[config.mk]
export PLATFORM = sky130hd
export DESIGN_NAME = ds_bitstream_packer
export DESIGN_NICKNAME = d
export VERILOG_FILES = /design/src/rtl/ds_input_pkg.sv /design/src/rtl/ds_sync_edge.sv /design/src/rtl/ds_bitstream_packer.sv
export SDC_FILE = /design/constraint.sdc
export NUM_CORES = 1
export LEC_CHECK = 0
export CAP_MARGIN = 20
export CORE_MARGIN = 5
export CORE_UTILIZATION = 34
export DETAILED_ROUTE_END_ITERATION = 8
export PLACE_DENSITY = 0.52
export SETUP_SLACK_MARGIN = 0.15
export SLEW_MARGIN = 10
export SYNTH_ARGS = -nofsm -noshare
export SYNTH_HDL_FRONTEND = slang
export SYNTH_SLANG_ARGS = --single-unit
[constraint.sdc]
create_clock -name aclk -period 2.5 [get_ports aclk]
set_input_delay 0.5 -clock aclk [delete_from_list [all_inputs] [get_ports aclk]]
set_output_delay 0.5 -clock aclk [all_outputs]
set_load 0.02 [all_outputs]
[src/rtl/ds_input_pkg.sv]
// Shared constants and helpers for the delta-sigma input core.
package ds_input_pkg;

  localparam int unsigned SYNC_STAGES_DEFAULT = 2;
  localparam int unsigned DS_DATA_WIDTH_MAX   = 64;

  // Counter width able to hold 0..n, matching the clock detector's rule.
  function automatic int unsigned cnt_width(input int unsigned n);
    return $clog2(n) + 1;
  endfunction

endpackage

[src/rtl/ds_sync_edge.sv]
// Synchronizes the modulator clock and data into aclk and strobes on the sampling edge.
module ds_sync_edge
  import ds_input_pkg::*;
#(
  parameter int unsigned SYNC_STAGES       = SYNC_STAGES_DEFAULT,
  parameter bit          SAMPLE_ON_FALLING = 1'b0
) (
  input  logic aclk,
  input  logic aresetn,
  input  logic ds_clk,
  input  logic ds_data,
  output logic edge_pulse,
  output logic data_sync
);

  logic [SYNC_STAGES-1:0] clk_sync_q;
  logic [SYNC_STAGES-1:0] data_sync_q;
  logic                   clk_prev_q;
  logic                   edge_q;
  logic                   data_q;
  logic                   clk_now;
  logic                   edge_det;

  assign clk_now  = clk_sync_q[SYNC_STAGES-1];
  assign edge_det = SAMPLE_ON_FALLING ? (~clk_now & clk_prev_q) : (clk_now & ~clk_prev_q);

  // Data is delayed alongside the registered strobe so both stay aligned.
  always_ff @(posedge aclk or negedge aresetn) begin
    if (!aresetn) begin
      clk_sync_q  <= '0;
      data_sync_q <= '0;
      clk_prev_q  <= 1'b0;
      edge_q      <= 1'b0;
      data_q      <= 1'b0;
    end else begin
      clk_sync_q  <= {clk_sync_q[SYNC_STAGES-2:0], ds_clk};
      data_sync_q <= {data_sync_q[SYNC_STAGES-2:0], ds_data};
      clk_prev_q  <= clk_now;
      edge_q      <= edge_det;
      data_q      <= data_sync_q[SYNC_STAGES-1];
    end
  end

  assign edge_pulse = edge_q;
  assign data_sync  = data_q;

endmodule

[src/rtl/ds_bitstream_packer.sv]
// Packs the synchronized modulator bitstream MSB-first into words on an AXI-Stream master,
// with packet framing via tlast and a sticky overflow flag for dropped words.
module ds_bitstream_packer
  import ds_input_pkg::*;
#(
  parameter int unsigned DATA_WIDTH        = 16,
  parameter int unsigned PACKET_WORDS      = 64,
  parameter bit          SAMPLE_ON_FALLING = 1'b0,
  parameter int unsigned SYNC_STAGES       = SYNC_STAGES_DEFAULT
) (
  input  logic                  aclk,
  input  logic                  aresetn,
  input  logic                  ds_clk,
  input  logic                  ds_data,
  input  logic                  clk_detect,
  input  logic                  enable,
  input  logic                  overflow_clr,
  output logic [DATA_WIDTH-1:0] m_axis_tdata,
  output logic                  m_axis_tvalid,
  input  logic                  m_axis_tready,
  output logic                  m_axis_tlast,
  output logic                  overflow
);

  localparam int unsigned BitCntW  = cnt_width(DATA_WIDTH);
  localparam int unsigned WordCntW = cnt_width(PACKET_WORDS);
  localparam logic [BitCntW-1:0]  BitLast  = BitCntW'(DATA_WIDTH - 1);
  localparam logic [WordCntW-1:0] WordLast = WordCntW'(PACKET_WORDS - 1);

  logic                  edge_pulse;
  logic                  data_sync;
  logic                  capture;
  logic                  gate_off;
  logic                  slot_free;
  logic [DATA_WIDTH-1:0] word;

  logic [DATA_WIDTH-1:0] shreg_q, shreg_d;
  logic [BitCntW-1:0]    bit_cnt_q, bit_cnt_d;
  logic [WordCntW-1:0]   word_cnt_q, word_cnt_d;
  logic [DATA_WIDTH-1:0] tdata_q, tdata_d;
  logic                  tvalid_q, tvalid_d;
  logic                  tlast_q, tlast_d;
  logic                  overflow_q, overflow_d;
  logic                  ovf_set;

  ds_sync_edge #(
    .SYNC_STAGES      (SYNC_STAGES),
    .SAMPLE_ON_FALLING(SAMPLE_ON_FALLING)
  ) u_sync_edge (
    .aclk      (aclk),
    .aresetn   (aresetn),
    .ds_clk    (ds_clk),
    .ds_data   (ds_data),
    .edge_pulse(edge_pulse),
    .data_sync (data_sync)
  );

  assign gate_off  = ~(enable & clk_detect);
  assign capture   = edge_pulse & ~gate_off;
  assign slot_free = ~tvalid_q | m_axis_tready;
  assign word      = {shreg_q[DATA_WIDTH-2:0], data_sync};

  always_comb begin
    shreg_d    = shreg_q;
    bit_cnt_d  = bit_cnt_q;
    word_cnt_d = word_cnt_q;
    tdata_d    = tdata_q;
    tvalid_d   = tvalid_q;
    tlast_d    = tlast_q;
    ovf_set    = 1'b0;

    if (tvalid_q && m_axis_tready) tvalid_d = 1'b0;

    // Losing the clock or enable discards the partial word and realigns packets;
    // a pending output word is left untouched.
    if (gate_off) begin
      shreg_d    = '0;
      bit_cnt_d  = '0;
      word_cnt_d = '0;
    end else if (capture) begin
      shreg_d = word;
      if (bit_cnt_q == BitLast) begin
        bit_cnt_d = '0;
        if (slot_free) begin
          tdata_d    = word;
          tvalid_d   = 1'b1;
          tlast_d    = (word_cnt_q == WordLast);
          word_cnt_d = (word_cnt_q == WordLast) ? '0 : word_cnt_q + WordCntW'(1);
        end else begin
          ovf_set = 1'b1;
        end
      end else begin
        bit_cnt_d = bit_cnt_q + BitCntW'(1);
      end
    end

    overflow_d = ovf_set ? 1'b1 : (overflow_clr ? 1'b0 : overflow_q);
  end

  always_ff @(posedge aclk or negedge aresetn) begin
    if (!aresetn) begin
      shreg_q    <= '0;
      bit_cnt_q  <= '0;
      word_cnt_q <= '0;
      tdata_q    <= '0;
      tvalid_q   <= 1'b0;
      tlast_q    <= 1'b0;
      overflow_q <= 1'b0;
    end else begin
      shreg_q    <= shreg_d;
      bit_cnt_q  <= bit_cnt_d;
      word_cnt_q <= word_cnt_d;
      tdata_q    <= tdata_d;
      tvalid_q   <= tvalid_d;
      tlast_q    <= tlast_d;
      overflow_q <= overflow_d;
    end
  end

  assign m_axis_tdata  = tdata_q;
  assign m_axis_tvalid = tvalid_q;
  assign m_axis_tlast  = tlast_q;
  assign overflow      = overflow_q;

endmodule

### Word-level counts from Yosys, hierarchy flattened

Cells that the tools add are included.

| cells by class | value |
|---|---|
| add/sub/neg operators | 2 |
| $lt $le $gt $ge | 0 |
| multiply operators | 0 |
| shift operators | 0 |
| mux-type cells | 21 |
| bitwise gates (word level) | 6 |
| equality and inequality tests | 5 |
| divide/modulo/power cells | 0 |
| reduce and logical (&&, ||, !) cells | 4 |

Operators by type and width:

| kind | number |
|---|---|
| $mux W7 | 5 |
| $mux W15 | 2 |
| $mux W5 | 3 |
| $mux W1 | 11 |
| $add A7 B1 Y7 const B | 1 |
| $eq A7 B6 Y1 const B | 1 |
| $add A5 B1 Y5 const B | 1 |
| $eq A5 B4 Y1 const B | 1 |
| $ne A2 B2 Y1 const B | 2 |
| $reduce_and A4 Y1 | 1 |
| $and A1 B1 Y1 | 3 |
| $reduce_and A3 Y1 | 1 |
| $ne A2 B1 Y1 const B | 1 |
| $not A1 Y1 | 2 |
| $reduce_bool A2 Y1 | 1 |
| $logic_and A1 B1 Y1 | 1 |
| $or A1 B1 Y1 | 1 |

| word-level totals | value |
|---|---|
| latch bits | 0 |
| output and inout bits | 19 |
| bits in read-only memories | 0 |
| bits in writable memories | 0 |
| bits in registers | 53 |
| bits of input ports | 8 |
| memories kept | 0 |
| logic and storage cells | 50 |

### Longest topological paths before layout

Gate-level depths: netlist of run 1.

| depth | value |
|---|---|
| depth after elaboration | 7 |
| mapped depth | 6 |
| depth with buffers taken out | 5 |

### By module

A second synthesis of run 1 with hierarchy kept.

| second synthesis, totals | value |
|---|---|
| cell total of the unflattened synthesis | 161 |
| area total of the unflattened synthesis | 2118.3 sq um |

By module, submodules not included:

| module | seq. area each (sq um) | times used | cells an instance | area an instance (sq um) |
|---|---|---|---|---|
| ds_bitstream_packer | 1151.1 | 1 | 153 | 1929.4 |
| ds_sync_edge | 175.2 | 1 | 8 | 188.9 |

### Worst setup path after synthesis of run 1

Ideal clock, no wire load.

| path | value |
|---|---|
| path kind | input to register |
| start | input port enable |
| end | register tdata_q[10], in the netlist m_axis_tdata[10] |
| setup time | 0.127 ns |
| data required time | 2.373 ns |
| buffers on the path | 1 |
| arrival | 1.708 ns |
| cell stages on the path | 4 |
| setup slack | 0.665 ns |
| cells stage by stage | nand2_1 -> nor4_4 -> buf_6 -> mux2_1 |

| between the ends | value |
|---|---|
| longest elaborated chain between the ends | 3 |

Ends and longest elaborated chain:

| element | line | text |
|---|---|---|
| start: declaration | ds_bitstream_packer.sv:16 | `input logic enable,` |
| $and A1 B1 Y1 (*) | ds_bitstream_packer.sv:58 | `assign gate_off = ~(enable & clk_detect);` |
| $and A1 B1 Y1 | ds_bitstream_packer.sv:59 | `assign capture = edge_pulse & ~gate_off;` |
| $reduce_and A4 Y1 (no source line) (*) | -- |  |
| end signal: assignment | ds_bitstream_packer.sv:113 | `tdata_q <= tdata_d;` |
| end: declaration | ds_bitstream_packer.sv:40 | `logic [DATA_WIDTH-1:0] tdata_q, tdata_d;` |

Every way passes the cells marked *; elsewhere a longest branch is shown, timed or not.
A chain may end at the register's enable or synchronous reset.

### Worst setup path in the final report of run 1

| path | value |
|---|---|
| start | input port enable |
| end | register tdata_q[4], in the netlist m_axis_tdata[4] |

Same word-level chain as after synthesis.

==> metrics, run 1 <==
status=complete, no violations; Worst-path clk slew=0.09 ns; Tcrit/Tclk final=73.2%; Seq/Total Area, Yosys=62.4%; Max stage delay cell, worst path=clkdlybuf4s50_1; crit path cell chain=clkdlybuf4s50_1, nand2_1, nor4_4, buf_4, mux2_2; Initial DRC Count=62; Avg Cell Area, Syn=12.9 um^2; row count=28; clk root buf=clkbuf_8; WL per Instance=14.2 um; Data required, critical path=2.69 ns; routed via count=1332; hpwl dp=2520 um; io pins=27; Setup Skew=0.00575 ns; proportion of layout cells with a drive suffix above 1=12.1%; Net count, final=208; initial core utilization=35.5%; Placeable Area=0.00599 mm^2; compound-cell area share of the yosys netlist=3.82%; RSZ-0062 raised after global routing=false; initial antenna violation count=0; htree depth=2; EDFF count, synth=0; critical path fanouts, max=17; flops & latches, synth=53; Crit path arrival time=2.02 ns; Hold Worst Slack=0.306 ns; largest net degree at the start of global routing=54; Most used DFF post-synth=dfrtp_1; final worst slack=0.671 ns; Tightest Hold Check Type=in -> async; min cycle time layout=1.83 ns; Via density=4.88; main combinational cell family by area after synthesis=multiplexers; Total GRT Usage=10.9%; pre-CTS setup slack=0.358 ns; slew margin rel.=55.9%; n_diodes=0; Largest delay share family, worst path=buffers and inverters; Max clock buf depth=2; CTS resizes=0; cell area after synthesis=0.00213 mm^2; global placement routability congestion=0.681; final slew viol count=0; final-report setup violation count=0; WL final=3880 um; Yosys warnings=0; Num CTS Buffers=5; Worst Tran Pin Value=0.662 ns; crit-path max cell delay=0.47 ns; Max IR drop VDD=299 uV; CTS Sinks=53; DRC=0; post-synthesis mux area share=16.0%; Area Growth Syn to Fin=21.2%; Max Fclk=547 MHz; fin cells=273; TNS Setup=0 ns; simple-gate share of the synthesized area=13.2%; Power Dens Cells=547 mW/mm^2; Post-Syn Instances=165; element type at the critical path end=register; antenna viol nets, final=0; commonest non-fill, non-tap cells in the layout=dfrtp_1 (53), clkdlybuf4s50_1 (25), nor2_1 (19); Pleak=1.15 nW; CP Launch Type=input pin; area share of fa/ha/maj cells after synthesis=1.18%; post-synthesis cell type count=35; XOR/XNOR share of the synthesized area=1.65%; commonest non-fill, non-tap cell in the layout=dfrtp_1; number of global-route vias before repair=1412; ys async rst share=100%; total grt overflow=0; die area=0.00794 mm^2; max cap viols=0; setup bufs post-CTS=0; first-pass GRT wire length=6710 um; worst path bufs/invs=2; DRT Pass-1 Iters=4; Placed Instance Area=0.00249 mm^2; Clock Latency Late Sink=0.30 ns; Mapped Nets=175; die height=89.1 um; final instance area=0.00258 mm^2; hold_buf cts=0; port bufs=26; final hold vios=0; critical path class=in -> reg; die width=89.1 um; dpl cells=266; CTS tree=yes
-- state kept, by name, indices dropped and copies added (netlist names) --
register / count
u_sync_edge.edge_pulse: 1
u_sync_edge.clk_prev_q: 1
m_axis_tlast: 1
bit_cnt_q: 5
u_sync_edge.clk_sync_q: 2
shreg_q: 15
overflow: 1
u_sync_edge.data_sync: 1
u_sync_edge.data_sync_q: 2
m_axis_tdata: 16
word_cnt_q: 7
m_axis_tvalid: 1
-- final timing paths --
| check | cells after the start | slack (ns) | from | end |
|---|---|---|---|---|
| setup / recovery | 5 | 0.67 | enable | m_axis_tdata[4] |
| hold / removal | 2 | 0.31 | aresetn | m_axis_tlast |
| setup reg to reg | 5 | 0.72 | bit_cnt_q[0] | m_axis_tdata[4] |
| hold reg to reg | 0 | 0.35 | u_sync_edge.data_sync_q[1] | u_sync_edge.data_sync |
| max in group asynchronous | 2 | 1.75 | aresetn | m_axis_tvalid |
| min in group aclk | 0 | 0.35 | u_sync_edge.data_sync_q[1] | u_sync_edge.data_sync |
-- kinds of logic (layout without fill, tap and decap cells) --
family / Yosys count / in the layout
flops: 53 / 53
simple gates: 53 / 53
mux: 32 / 32
compound gates: 13 / 13
buf+inv: 8 / 41
xor+xnor: 4 / 4
fa+ha+maj: 2 / 2
-- per-layer routing --
metal	GRT usage (%)	wire length (um)	vias to the layer above
met5	0	0	-
li1	-	-	639
met3	2.86	187	8
met1	14.3	1890	652
met4	4.19	61	0
met2	17.3	1740	33
-- worst register-to-register path, stage by stage, from the launching register on --
cell     delay (ns)
dfrtp_1        0.41
ha_1           0.20
nand2_1        0.13
nor4_4         0.26
buf_4          0.30
mux2_2         0.38
-- final cells by class --
| type | count | area (um^2) |
|---|---|---|
| fill | 555 | 3410 |
| clock inverter | 1 | 7.51 |
| inverter | 3 | 11.3 |
| sequential | 53 | 1330 |
| clock buffer | 6 | 82.6 |
| timing repair buffer | 31 | 293 |
| multi-input combinational | 104 | 763 |
| tap | 75 | 93.8 |
-- cells in the mapped netlist, types with 2 or more instances --
| cell | instances | share of area (%) |
|---|---|---|
| buf_1 | 2 | 0.35 |
| xor2_1 | 2 | 0.82 |
| clkbuf_1 | 2 | 0.35 |
| inv_1 | 3 | 0.53 |
| mux2_1 | 7 | 3.7 |
| o21ai_1 | 2 | 0.47 |
| nand2_1 | 10 | 1.8 |
| mux2_2 | 9 | 4.8 |
| dfrtp_1 | 53 | 62 |
| a21oi_1 | 2 | 0.47 |
| xnor2_1 | 2 | 0.82 |
| and2_1 | 3 | 0.88 |
| a31oi_1 | 4 | 1.2 |
| nand4_1 | 3 | 0.88 |
| nand3_1 | 3 | 0.71 |
| nor2b_1 | 3 | 0.88 |
| mux2i_1 | 16 | 7.5 |
| nor2_1 | 19 | 3.4 |
| ha_1 | 2 | 1.2 |
| nand2b_1 | 3 | 0.88 |
-- metrics by stage --
stage	util, %	power, W
CTS	43.0	0.00143
global placement	41.5	0.000939
floorplan	-	0.000905
finish	43.0	0.00141
global route	43.0	0.00148
detailed placement	41.5	0.000941
-- power breakdown --
part | total [W] | switching (W) | internal, W
Clock | 0.000488 | 0.000269 | 0.000219
Combinational | 0.0000548 | 0.0000349 | 0.0000199
Sequential | 0.000867 | 0.00000366 | 0.000863
Note: power is estimated with default switching activity, not from simulation.
==> inputs of run 2 (changes only) <==
- PLACE_DENSITY: 0.52 -> 0.54
- clock period: 2.5 -> 1.5 ns (I/O delays scaled with it)
==> run 2 against run 1 <==
  * The flow now finishes with violations (negative setup slack)
  * Clock power increased by 89%
  * Combinational power increased by 100%
  * Core utilization increased by 4.6 points
  * Register-to-register slack got worse by 0.77 ns
  * Sequential cell count unchanged
  * Sequential share of layout area decreased by 4.9 points
==> metrics, run 2 (synthesis gave the netlist of run 1 again) <==
Max stage delay cell, worst path=clkdlybuf4s50_1; min cycle time layout=1.56 ns; CTS Sinks=53 (unchanged); CP Launch Type=input pin; status=complete, but fails checks; proportion of layout cells with a drive suffix above 1=24.3% (+12 points); Tcrit/Tclk final=104%; post-layout util=47.6% (+4.6 points); final worst slack=-0.0584 ns (-0.729 ns); Largest delay share family, worst path=buffers and inverters; fin cells=293 (+7.3%); failing checks=negative setup slack; antenna viol nets, final=0 (unchanged); n_diodes=0 (unchanged); critical path class=in -> reg; Tightest Hold Check Type=reg -> reg; first-pass GRT wire length=7340 um (+9.4%); element type at the critical path end=register; Max Fclk=642 MHz; Filler Cell Count=551 (-0.72%); max reg flops=16 (unchanged); final hold vios=0 (unchanged); Placed Instance Area=0.00263 mm^2 (+5.8%); Setup Skew=0.00601 ns (+0.000264 ns); Power Dens Cells=869 mW/mm^2 (+59%); Max IR drop VDD=448 uV (+50%); total grt overflow=0 (unchanged); Worst Tran Pin Value=0.479 ns (-0.183 ns); Max clock buf depth=2 (unchanged); number of global-route vias before repair=1496 (+5.9%); total chip power=0.00248 W (+76%); final-report setup violation count=16 (+16); hpwl dp=2990 um (+19%); Placeable Area=0.00599 mm^2 (unchanged); die width=89.1 um (unchanged); Num CTS Buffers=5 (unchanged); largest net degree at the start of global routing=24 (-56%); slew margin rel.=68.1% (+12 points); row count=28 (unchanged); Total GRT Usage=12.0% (+1.2 points); final instance area=0.00285 mm^2 (+11%); worst path bufs/invs=2 (unchanged); CTS tree=yes; routed via count=1410 (+5.9%); die height=89.1 um (unchanged); die area=0.00794 mm^2 (unchanged); Pleak=1.37 nW (+19%); WL per Instance=14.4 um (+1.4%); Initial DRC Count=35 (-44%); io pins=27 (unchanged); port bufs=26 (unchanged); Crit path arrival time=1.74 ns (-0.28 ns); crit path cell chain=clkdlybuf4s50_1, nand2_2, nor4_4, buf_6, mux2_1; global placement routability congestion=0.755 (+11%); Clock Latency Late Sink=0.30 ns (about the same); crit-path max cell delay=0.49 ns (+0.02 ns); Net count, final=228 (+9.6%); DRT Pass-1 Iters=4 (unchanged); WL final=4220 um (+8.8%); max cap viols=0 (unchanged); initial core utilization=35.5% (unchanged); TNS Setup=-0.737 ns (-0.737 ns); clk root buf=clkbuf_8; Data required, critical path=1.68 ns (-1.01 ns); RSZ-0062 raised after global routing=true; commonest non-fill, non-tap cells in the layout=dfrtp_1 (53), buf_4 (19), nor2_1 (18); commonest non-fill, non-tap cell in the layout=dfrtp_1; DRC=0 (unchanged); final slew viol count=0 (unchanged); Worst-path clk slew=0.09 ns (about the same); Area Growth Syn to Fin=34.1%; dpl cells=281 (+5.6%); Via density=4.81 (-1.4%); initial antenna violation count=0 (unchanged); critical path fanouts, max=9 (-8); htree depth=2 (unchanged)
==> run 2: cell type report <==
type                    instances  area (um^2)  area share (%)
multi-input cells             104          855            30.0
flip-flops and latches         53         1330            46.5
well taps                      75         93.8            3.29
repair buffers                 51          462            16.2
inverters                       3         11.3           0.395
clock inverters                 2         35.0            1.23
clock buffers                   5         68.8            2.41
==> run 2: worst register-to-register path, delay by kind of cell, from the launching register on <==
family	cells	cell delay [ns]
mux	1	0.33
flops	1	0.36
simple gates	2	0.34
buf+inv	1	0.19
fa+ha+maj	1	0.22
==> run 2: timing repair <==
| item | in CTS | in global routing |
|---|---|---|
| gates resized for setup | 36 | 16 |
| setup endpoints to repair | 42 | 37 |
| hold buffers | 1 | 0 |
| buffers inserted | 2 | 2 |
| gates cloned | 0 | 0 |
| pin swaps | 2 | 4 |
| hold endpoints to repair | 17 | 0 |
==> run 2: worst paths after layout <==
path	from	endpoint	slack, ns	cells after the start
setup / recovery	enable	m_axis_tdata[10]	-0.06	5
hold / removal	u_sync_edge.clk_sync_q[0]	u_sync_edge.clk_sync_q[1]	0.35	0
setup reg to reg	bit_cnt_q[0]	m_axis_tdata[10]	-0.05	5
hold reg to reg	u_sync_edge.clk_sync_q[0]	u_sync_edge.clk_sync_q[1]	0.35	0
max in group asynchronous	aresetn	bit_cnt_q[1]	0.51	3
min in group asynchronous	aresetn	word_cnt_q[5]	0.48	2
==> run 2: layer usage <==
layer / wire length [um] / up-vias / global-route usage [%]
li1: - / 679 / -
met1: 1900 / 695 / 16.0
met2: 2050 / 28 / 18.7
met3: 183 / 8 / 3.59
met4: 82 / 0 / 4.33
met5: 0 / - / 0
==> run 2: through the flow <==
stage          worst slack (ns)  hold slack, ns
2_1_floorplan            -0.249         0.00441
3_3_place_gp             -0.397           0.279
3_5_place_dp             -0.414           0.294
4_1_cts                 -0.0593           0.357
5_1_grt                  -0.133           0.366
6_report                -0.0584           0.354
==> run 2: where the power goes <==
part / leakage, nW / switching, W / internal (W)
logic: 0.601 / 0.0000654 / 0.0000461
registers: 0.720 / 0.00000497 / 0.00144
clock network: 0.0540 / 0.000437 / 0.000485
